--- config.mk ---
export PLATFORM = sky130hd
export DESIGN_NAME = digit_scan_scheduler_flat
export DESIGN_NICKNAME = d
export VERILOG_FILES = /design/src/rtl/digit_scan_scheduler_if.sv /design/src/rtl/digit_scan_scheduler.sv /design/src/flat_wrapper.sv
export SDC_FILE = /design/constraint.sdc
export NUM_CORES = 1
export LEC_CHECK = 0
export CORE_ASPECT_RATIO = 2
export CORE_MARGIN = 4
export CORE_UTILIZATION = 49
export DETAILED_ROUTE_END_ITERATION = 10
export PLACE_DENSITY_LB_ADDON = 0.15
export SYNTH_ARGS = -nofsm -noshare
export SYNTH_HDL_FRONTEND = slang
export SYNTH_SLANG_ARGS = --single-unit
--- constraint.sdc ---
create_clock -name clk -period 6.8 [get_ports clk]
set_input_delay 2.04 -clock clk [delete_from_list [all_inputs] [get_ports clk]]
set_output_delay 2.04 -clock clk [all_outputs]
set_load 0.02 [all_outputs]
--- src/rtl/digit_scan_scheduler_if.sv ---
// Bus bundle between the BCD time registers, the digit scan scheduler and the panel.
// The master side drives scan controls and digits; the slave side returns the panel drive.
interface digit_scan_scheduler_if #(
  parameter int NUM_DIGITS = 6
);
  localparam int IW = (NUM_DIGITS > 1) ? $clog2(NUM_DIGITS) : 1;

  logic                    enable;
  logic [4*NUM_DIGITS-1:0] digits_bcd;
  logic [NUM_DIGITS-1:0]   blink_mask;
  logic                    blink_tick;
  logic [3:0]              bcd_out;
  logic [NUM_DIGITS-1:0]   digit_en;
  logic [IW-1:0]           scan_idx;
  logic                    frame_done;

  modport master (
    output enable,
    output digits_bcd,
    output blink_mask,
    output blink_tick,
    input  bcd_out,
    input  digit_en,
    input  scan_idx,
    input  frame_done
  );

  modport slave (
    input  enable,
    input  digits_bcd,
    input  blink_mask,
    input  blink_tick,
    output bcd_out,
    output digit_en,
    output scan_idx,
    output frame_done
  );
endinterface

--- src/rtl/digit_scan_scheduler.sv ---
// Scans NUM_DIGITS BCD digits through one shared decoder with blanking guard and blink.
// Define LEADING_ZERO_BLANK_EN to hide a zero in the most significant digit.
module digit_scan_scheduler #(
  parameter int NUM_DIGITS   = 6,
  parameter int DWELL_CYCLES = 24000,
  parameter int BLANK_CYCLES = 16
) (
  input logic clk,
  input logic reset_n,
  digit_scan_scheduler_if.slave bus
);

  localparam int IW   = (NUM_DIGITS > 1) ? $clog2(NUM_DIGITS) : 1;
  localparam int CMAX = (DWELL_CYCLES > BLANK_CYCLES)
                      ? DWELL_CYCLES : BLANK_CYCLES;
  localparam int CW   = $clog2(CMAX + 1);
  localparam int DW   = 4 * NUM_DIGITS;

  localparam logic [CW-1:0] DWELL_LAST = CW'(DWELL_CYCLES - 1);
  localparam logic [CW-1:0] BLANK_LAST =
    (BLANK_CYCLES > 0) ? CW'(BLANK_CYCLES - 1) : '0;
  localparam logic [IW-1:0] IDX_LAST = IW'(NUM_DIGITS - 1);

  typedef enum logic [1:0] {
    IDLE  = 2'd0,
    BLANK = 2'd1,
    DRIVE = 2'd2
  } state_t;

  localparam state_t FIRST = (BLANK_CYCLES > 0) ? BLANK : DRIVE;

  state_t                state;
  state_t                state_n;
  logic [CW-1:0]         cnt;
  logic [CW-1:0]         cnt_n;
  logic [IW-1:0]         idx;
  logic [IW-1:0]         idx_n;
  logic [DW-1:0]         snap;
  logic [DW-1:0]         snap_n;
  logic [NUM_DIGITS-1:0] smask;
  logic [NUM_DIGITS-1:0] smask_n;
  logic                  phase;
  logic                  phase_n;
  logic                  load;
  logic                  fd_n;

  logic                  st_idle;
  logic                  st_blank;
  logic                  st_drive;

  logic [3:0]            nib;
  logic [NUM_DIGITS-1:0] sel;
  logic [3:0]            bcd_n;
  logic [NUM_DIGITS-1:0] en_n;

  logic [3:0]            bcd_q;
  logic [NUM_DIGITS-1:0] en_q;
  logic [IW-1:0]         idx_q;
  logic                  fd_q;

  assign st_idle  = (state == IDLE);
  assign st_blank = (state == BLANK);
  assign st_drive = (state == DRIVE);

  always_comb begin
    state_n = state;
    idx_n   = idx;
    cnt_n   = cnt + 1'b1;
    load    = 1'b0;
    fd_n    = 1'b0;
    if (!bus.enable) begin
      state_n = IDLE;
      idx_n   = '0;
      cnt_n   = '0;
    end else begin
      unique case (1'b1)
        st_idle: begin
          state_n = FIRST;
          idx_n   = '0;
          cnt_n   = '0;
          load    = 1'b1;
        end
        st_blank: begin
          if (cnt == BLANK_LAST) begin
            state_n = DRIVE;
            cnt_n   = '0;
          end
        end
        st_drive: begin
          if (cnt == DWELL_LAST) begin
            state_n = FIRST;
            cnt_n   = '0;
            if (idx == IDX_LAST) begin
              idx_n = '0;
              fd_n  = 1'b1;
              load  = 1'b1;
            end else begin
              idx_n = idx + 1'b1;
            end
          end
        end
        default: begin
          state_n = IDLE;
          idx_n   = '0;
          cnt_n   = '0;
        end
      endcase
    end
  end

  // Snapshot only at frame start so a carry never tears a frame.
  assign snap_n  = load ? bus.digits_bcd : snap;
  assign smask_n = load ? bus.blink_mask : smask;
  assign phase_n = phase ^ bus.blink_tick;

  // Outputs are precomputed from next-state values and then registered.
  always_comb begin
    nib   = '0;
    sel   = '0;
    bcd_n = 4'hF;
    en_n  = '0;
    for (int i = 0; i < NUM_DIGITS; i++) begin
      if (idx_n == IW'(i)) begin
        nib    = snap_n[4*i +: 4];
        sel[i] = 1'b1;
      end
    end
    if (state_n == DRIVE) begin
      bcd_n = nib;
      en_n  = sel;
      if (phase_n && |(sel & smask_n)) begin
        en_n = '0;
      end
`ifdef LEADING_ZERO_BLANK_EN
      if (idx_n == IDX_LAST && nib == 4'd0) begin
        bcd_n = 4'hF;
        en_n  = '0;
      end
`endif
    end
  end

  always_ff @(posedge clk) begin
    if (!reset_n) begin
      state <= IDLE;
      cnt   <= '0;
      idx   <= '0;
      snap  <= '0;
      smask <= '0;
      phase <= 1'b0;
      bcd_q <= 4'hF;
      en_q  <= '0;
      idx_q <= '0;
      fd_q  <= 1'b0;
    end else begin
      state <= state_n;
      cnt   <= cnt_n;
      idx   <= idx_n;
      snap  <= snap_n;
      smask <= smask_n;
      phase <= phase_n;
      bcd_q <= bcd_n;
      en_q  <= en_n;
      idx_q <= idx_n;
      fd_q  <= fd_n;
    end
  end

  assign bus.bcd_out    = bcd_q;
  assign bus.digit_en   = en_q;
  assign bus.scan_idx   = idx_q;
  assign bus.frame_done = fd_q;

endmodule

--- src/flat_wrapper.sv ---
// flat-port wrapper written by rule: the top's interface ports become plain ports
module digit_scan_scheduler_flat 
#(
  parameter int NUM_DIGITS   = 6,
  parameter int DWELL_CYCLES = 24000,
  parameter int BLANK_CYCLES = 16
)
  (clk, reset_n, bus_enable, bus_digits_bcd, bus_blink_mask, bus_blink_tick, bus_bcd_out, bus_digit_en, bus_scan_idx, bus_frame_done);
  digit_scan_scheduler_if #(.NUM_DIGITS(NUM_DIGITS)) bus_i ();
  input logic clk;
  input logic reset_n;
  input wire logic [$bits(bus_i.enable)-1:0] bus_enable;
  input wire logic [$bits(bus_i.digits_bcd)-1:0] bus_digits_bcd;
  input wire logic [$bits(bus_i.blink_mask)-1:0] bus_blink_mask;
  input wire logic [$bits(bus_i.blink_tick)-1:0] bus_blink_tick;
  output wire logic [$bits(bus_i.bcd_out)-1:0] bus_bcd_out;
  output wire logic [$bits(bus_i.digit_en)-1:0] bus_digit_en;
  output wire logic [$bits(bus_i.scan_idx)-1:0] bus_scan_idx;
  output wire logic [$bits(bus_i.frame_done)-1:0] bus_frame_done;
  assign bus_i.enable = bus_enable;
  assign bus_i.digits_bcd = bus_digits_bcd;
  assign bus_i.blink_mask = bus_blink_mask;
  assign bus_i.blink_tick = bus_blink_tick;
  assign bus_bcd_out = bus_i.bcd_out;
  assign bus_digit_en = bus_i.digit_en;
  assign bus_scan_idx = bus_i.scan_idx;
  assign bus_frame_done = bus_i.frame_done;
  digit_scan_scheduler #(.NUM_DIGITS(NUM_DIGITS), .DWELL_CYCLES(DWELL_CYCLES), .BLANK_CYCLES(BLANK_CYCLES)) u_core (.clk(clk), .reset_n(reset_n), .bus(bus_i));
endmodule
; ---- Yosys cells after proc, flatten, opt, wreduce, memory -nomap -nowiden
; Index checks and enable logic that the tools add are counted.
[word_totals]
regBits = 62
[classes]
eq_ne = 11
add_sub_neg = 2
mux = 29
bitwise = 4
n_reduce_logical = 8
[ops]
columns = cell, count
row1 = two-way mux 15 bit, 2
row2 = case mux 15 bit (2 select lines), 1
row3 = two-way mux 24 bit, 1
row4 = two-way mux 4 bit, 6
row5 = "adder 15 x 1 -> 15 bit, second input constant", 1
row6 = "== test 15 bit, second input constant", 1
row7 = "== test 15 x 4 -> 1 bit, second input constant", 1
row8 = "== test 3 bit, second input constant", 3
row9 = two-way mux 1 bit, 9
row10 = two-way mux 3 bit, 3
row11 = bitwise AND 6 bit, 1
row12 = "== test 3 x 2 -> 1 bit, second input constant", 2
row13 = two-way mux 2 bit, 3
row14 = two-way mux 6 bit, 1
row15 = case mux 2 bit (3 select lines), 1
row16 = case mux 3 bit (2 select lines), 1
row17 = OR reduction 6 bit, 1
row18 = "== test 2 bit, second input constant", 2
row19 = AND reduction 2 bit, 2
row20 = "adder 3 x 1 -> 3 bit, second input constant", 1
row21 = "== test 3 x 1 -> 1 bit, second input constant", 1
row22 = zero test 3 bit, 1
row23 = AND reduction 3 bit, 1
row24 = OR reduction 3 bit, 1
row25 = other kinds (6), 7

; ---- Logic depth before layout (Yosys ltp)
[logic_depth]
ltp_word = 12
ltp_mapped = 13
depth_no_buf = 10

; ---- Worst setup path after synthesis
; OpenSTA, ideal clock, no wires.
[synth_timing]
kind = input to register
from = input port bus_enable
to = register u_core.en_q[1], in the netlist u_core.bus.digit_en[1]
t_arrival_ps = 3635
path_slack_ps = 3069
setup_ps = 96
path_stages = 9
required_ps = 6704
path_cell_list = and2_1 > clkbuf_1 > nand3_1 > mux2i_1 > a31oi_4 > mux2_2 > o31ai_1 > nor3_2 > nor4b_1
[synth_between]
elab_chain_cells = 7
word_cells_on_any_way = 22
classes_between = eq/ne: 6 / mux: 10 / bitwise: 2 / reduce/logical: 4
[synth_rtl]
columns = item, line
row1 = from (decl), flat_wrapper.sv:12  ; input wire logic [$bits(bus_i.enable)-1:0] bus_enable;
row2 = two-way mux 3 bit, digit_scan_scheduler.sv:71  ; if (!bus.enable) begin
row3 = == test 3 x 1 -> 1 bit (tied with other cells), digit_scan_scheduler.sv:123  ; if (idx_n == IW'(i)) begin
row4 = two-way mux 1 bit, digit_scan_scheduler.sv:123
row5 = bitwise AND 6 bit, digit_scan_scheduler.sv:131  ; if (phase_n && |(sel & smask_n)) begin
row6 = OR reduction 6 bit, digit_scan_scheduler.sv:131
row7 = logical AND 1 bit, digit_scan_scheduler.sv:131
row8 = OR reduction 3 bit (no line), n/a
row9 = to (signal assigned), digit_scan_scheduler.sv:163  ; en_q <= en_n;
row10 = to (decl), digit_scan_scheduler.sv:57  ; logic [NUM_DIGITS-1:0] en_q;
; Parallel ways exist; a longest one is shown, timed or not.
; A chain may end at the register's enable or synchronous reset.

; ---- Final worst setup path
[layout_timing]
from = input port bus_enable
to = register u_core.en_q[0], in the netlist u_core.bus.digit_en[0]
; Same word-level chain as after synthesis.

==> flow_metrics.py <==
metrics = {
    "route": {
        "routed_via_density": 5.60,
        "routedWlPerCell_um": 15.3,
        "remaining_drc_errors": 0,
        "vias": 2505,
        "routed_wirelength_um": 6860,
        "drtIter0Drc": 171,
        "first_pass_iters": 4,
        "ant_nets": 0,
    },
    "clocking": {
        "clock-sinks": 62,
        "cts_made_buffers": 9,
        "cts_tree": "done",
        "postCtsSetupBuffers": 0,
        "cts-root-buf": "clkbuf_16",
        "clk_pin_slew_ps": 50,
        "postCtsHoldBufs": 0,
        "clkLatencyLatePin_ps": 330,
        "ctsResizeCount": 0,
        "cts_max_level": 3,
        "cts_max_path_buffers": 2,
    },
    "worst_setup_path": {
        "crit_type": "input pin to flip-flop",
        "reg2regPathDepth": 9,
        "startpoint": "bus_enable",
        "critPathRequiredTime_ps": 7030,
        "cp_slowest_cell": "a31oi_4",
        "timing.rr.start": "u_core.cnt[0]",
        "start_kind": "input pin",
        "crit_chain": "clkdlybuf4s50_1 > and2_1 > nand3b_1 > mux2i_1 > a31oi_4 > mux2_2 > o31ai_1 > nor3_2 > nor4b_1",
        "worstReg2RegEnd": "u_core.bus.digit_en[0]",
        "endpoint_kind": "flip-flop",
        "slowest_delay_ps": 480,
        "critPathArrivalTime_ps": 4420,
        "worst-path-max-fanout": 16,
        "reg2reg_slack_ps": 3580,
    },
    "power_and_ir_drop": {
        "p_int_mw": 0.669,
        "power.density_nw_per_um2": 239,
        "ir_drop_v": 0.000174,
        "combPwrFrac": 0.086,
        "clkPwrFrac": 0.478,
        "leakagePower_nw": 1.39,
        "p_switching_mw": 0.204,
        "swShare": 0.234,
        "power_frac_seq": 0.436,
    },
    "synthesis": {
        "synth_warnings": 0,
        "syn-cell-area_um2": 2910,
        "synthFlopType": "dfxtp_1",
        "synth_edf_count": 0,
        "syn_nets": 378,
        "ys_async_sr_fraction": 0,
        "seq_area_frac_synth": 0.427,
        "synth_cells": 339,
        "ys_types": 50,
        "ys_ff_latch": 62,
        "synth_area_per_cell_um2": 8.58,
    },
    "final_layout": {
        "regArea_um2": 1240,
        "final_cell_mix": "nand2_1, dfxtp_1, clkdlybuf4s50_1, nor2_1, a21oi_1",
        "fin_nets": 420,
        "num_antenna_cells": 0,
        "layout-drive-gt1-share": 0.0725,
        "final_common_cell": "nand2_1",
        "fill_cells": 509,
        "multi_input_area_um2": 1550,
        "finish.utilization": 0.635,
        "syn2layout_area_growth_pct": 25.6,
    },
    "global_routing": {
        "grt_pass1_wl_um": 11200,
        "antenna_found_initial": 0,
        "grt_usage": 0.199,
        "grt_pass1_vias": 2461,
        "grt.overflow.total": 0,
        "grt_max_degree": 37,
    },
    "die": {
        "die_w_um": 62.5,
        "initial_utilization": 0.505,
        "core_area_um2": 5760,
        "dieArea_um2": 7310,
        "row_count": 39,
        "io_pins": 48,
        "dieHeight_um": 117,
    },
    "run": {
        "max_cap_violations": 0,
    },
    "sta": {
        "period_minus_slack_ps": 4190,
        "worstMarginPinSlew_ps": 908,
        "skew_ps": 4.13,
        "hold_viol_final": 0,
        "setup_tns_ps": 0,
        "maxSlewViolCount": 0,
        "finalSetupViolations": 0,
        "period_share": 0.616,
        "grt_setup_unrepaired": "false",
        "timing.max_slew.rel_slack": 0.395,
        "max_freq_mhz": 239,
    },
    "outcome": {
        "status": "finished, final reports clean",
    },
    "place": {
        "post-dp-hpwl_um": 5040,
        "place.port_buffers": 47,
        "routabilityCongestion": 0.821,
    },
    "min_path": {
        "min_to": "u_core.smask[4]",
        "whs_path_depth": 2,
        "holdCritPathClass": "flip-flop to flip-flop",
        "min_from": "u_core.smask[4]",
    },
}
-- synthesized netlist by cell type (4+ instances only) --
library cell,n,share of area
mux2i_1,15,0.052
and2_1,6,0.013
mux4_1,4,0.036
a21oi_1,22,0.038
ha_1,5,0.022
nor2_1,43,0.056
nand3_1,13,0.022
a211oi_1,4,0.010
nand2_1,74,0.096
dfxtp_1,62,0.43
nor4_1,4,0.0086
nand4_1,5,0.011
xnor2_1,5,0.015
clkbuf_1,12,0.015
o22ai_1,8,0.017
xor2_1,9,0.027
inv_1,5,0.0065
-- cells by family (layout without fill, tap and decap cells) --
group | count (synthesis) | in the layout | share of synthesized area
DFF | 62 | 62 | 0.427
adders and majority gates | 5 | 5 | 0.0215
and+or+nand+nor | 170 | 170 | 0.279
xor gates and xnor gates | 14 | 14 | 0.0422
buffers and inverters | 23 | 70 | 0.0387
muxes | 21 | 21 | 0.0955
AOI/OAI and AO/OA | 44 | 44 | 0.0960
-- how the worst max path moves through the flow --
| stage | end | slack [ps] | depth (start not counted) |
|---|---|---|---|
| floorplan | u_core.bus.digit_en[1] | 3070 | 9 |
| global placement | u_core.bus.digit_en[1] | 2300 | 9 |
| detailed placement | u_core.bus.digit_en[2] | 2240 | 9 |
| CTS | u_core.bus.digit_en[2] | 2590 | 9 |
| global route | u_core.bus.digit_en[1] | 2360 | 9 |
| finish | u_core.bus.digit_en[0] | 2610 | 9 |
-- area by class of cell --
type / instances / area share
Inverter: 5 / 0.00514
Sequential cell: 62 / 0.340
Timing Repair Buffer: 49 / 0.133
Tap cell: 61 / 0.0209
Clock inverter: 5 / 0.00959
Multi-Input combinational cell: 254 / 0.425
Clock buffer: 11 / 0.0664
-- per-stage QoR --
step                instances  instance area [um^2]  power [mW]  setup WS, ps  hold WS (ps)
floorplan                 339                  2910       0.433          3070           426
global placement          431                  3380       0.462          2300           436
detailed placement        431                  3380       0.464          2240           449
CTS                       447                  3650       0.884          2590           456
global route              447                  3650       0.910          2360           472
finish                    447                  3650       0.873          2610           454
-- power groups by stage --
stage,Combinational (mW),Sequential (mW),Clock [mW]
2_1_floorplan,0.0464,0.387,0
4_1_cts,0.0758,0.381,0.427
3_5_place_dp,0.0753,0.389,0
5_1_grt,0.0830,0.382,0.445
3_3_place_gp,0.0746,0.388,0
6_report,0.0749,0.381,0.417
-- critical path, delay by kind of cell --
| kind | cells | cell delay [ps] |
|---|---|---|
| simple gates | 4 | 690 |
| mux | 2 | 500 |
| buf+inv | 1 | 460 |
| compound gates | 2 | 720 |
-- registers in the layout, summed over array words and instances, names as in the netlist --
signal / flops
u_core.bus.bcd_out: 4
u_core.bus.digit_en: 6
u_core.bus.frame_done: 1
u_core.bus.scan_idx: 3
u_core.cnt: 15
u_core.phase: 1
u_core.smask: 6
u_core.snap: 24
u_core.state: 2
-- layer usage --
metal | up-vias | routed length [um] | GRT usage
met4 | 0 | 183 | 0.0988
met3 | 15 | 232 | 0.0478
li1 | 1250 | - | -
met1 | 1189 | 2610 | 0.187
met5 | - | 0 | 0
met2 | 51 | 3830 | 0.394
No activity file was read; power rests on OpenSTA's default activity.
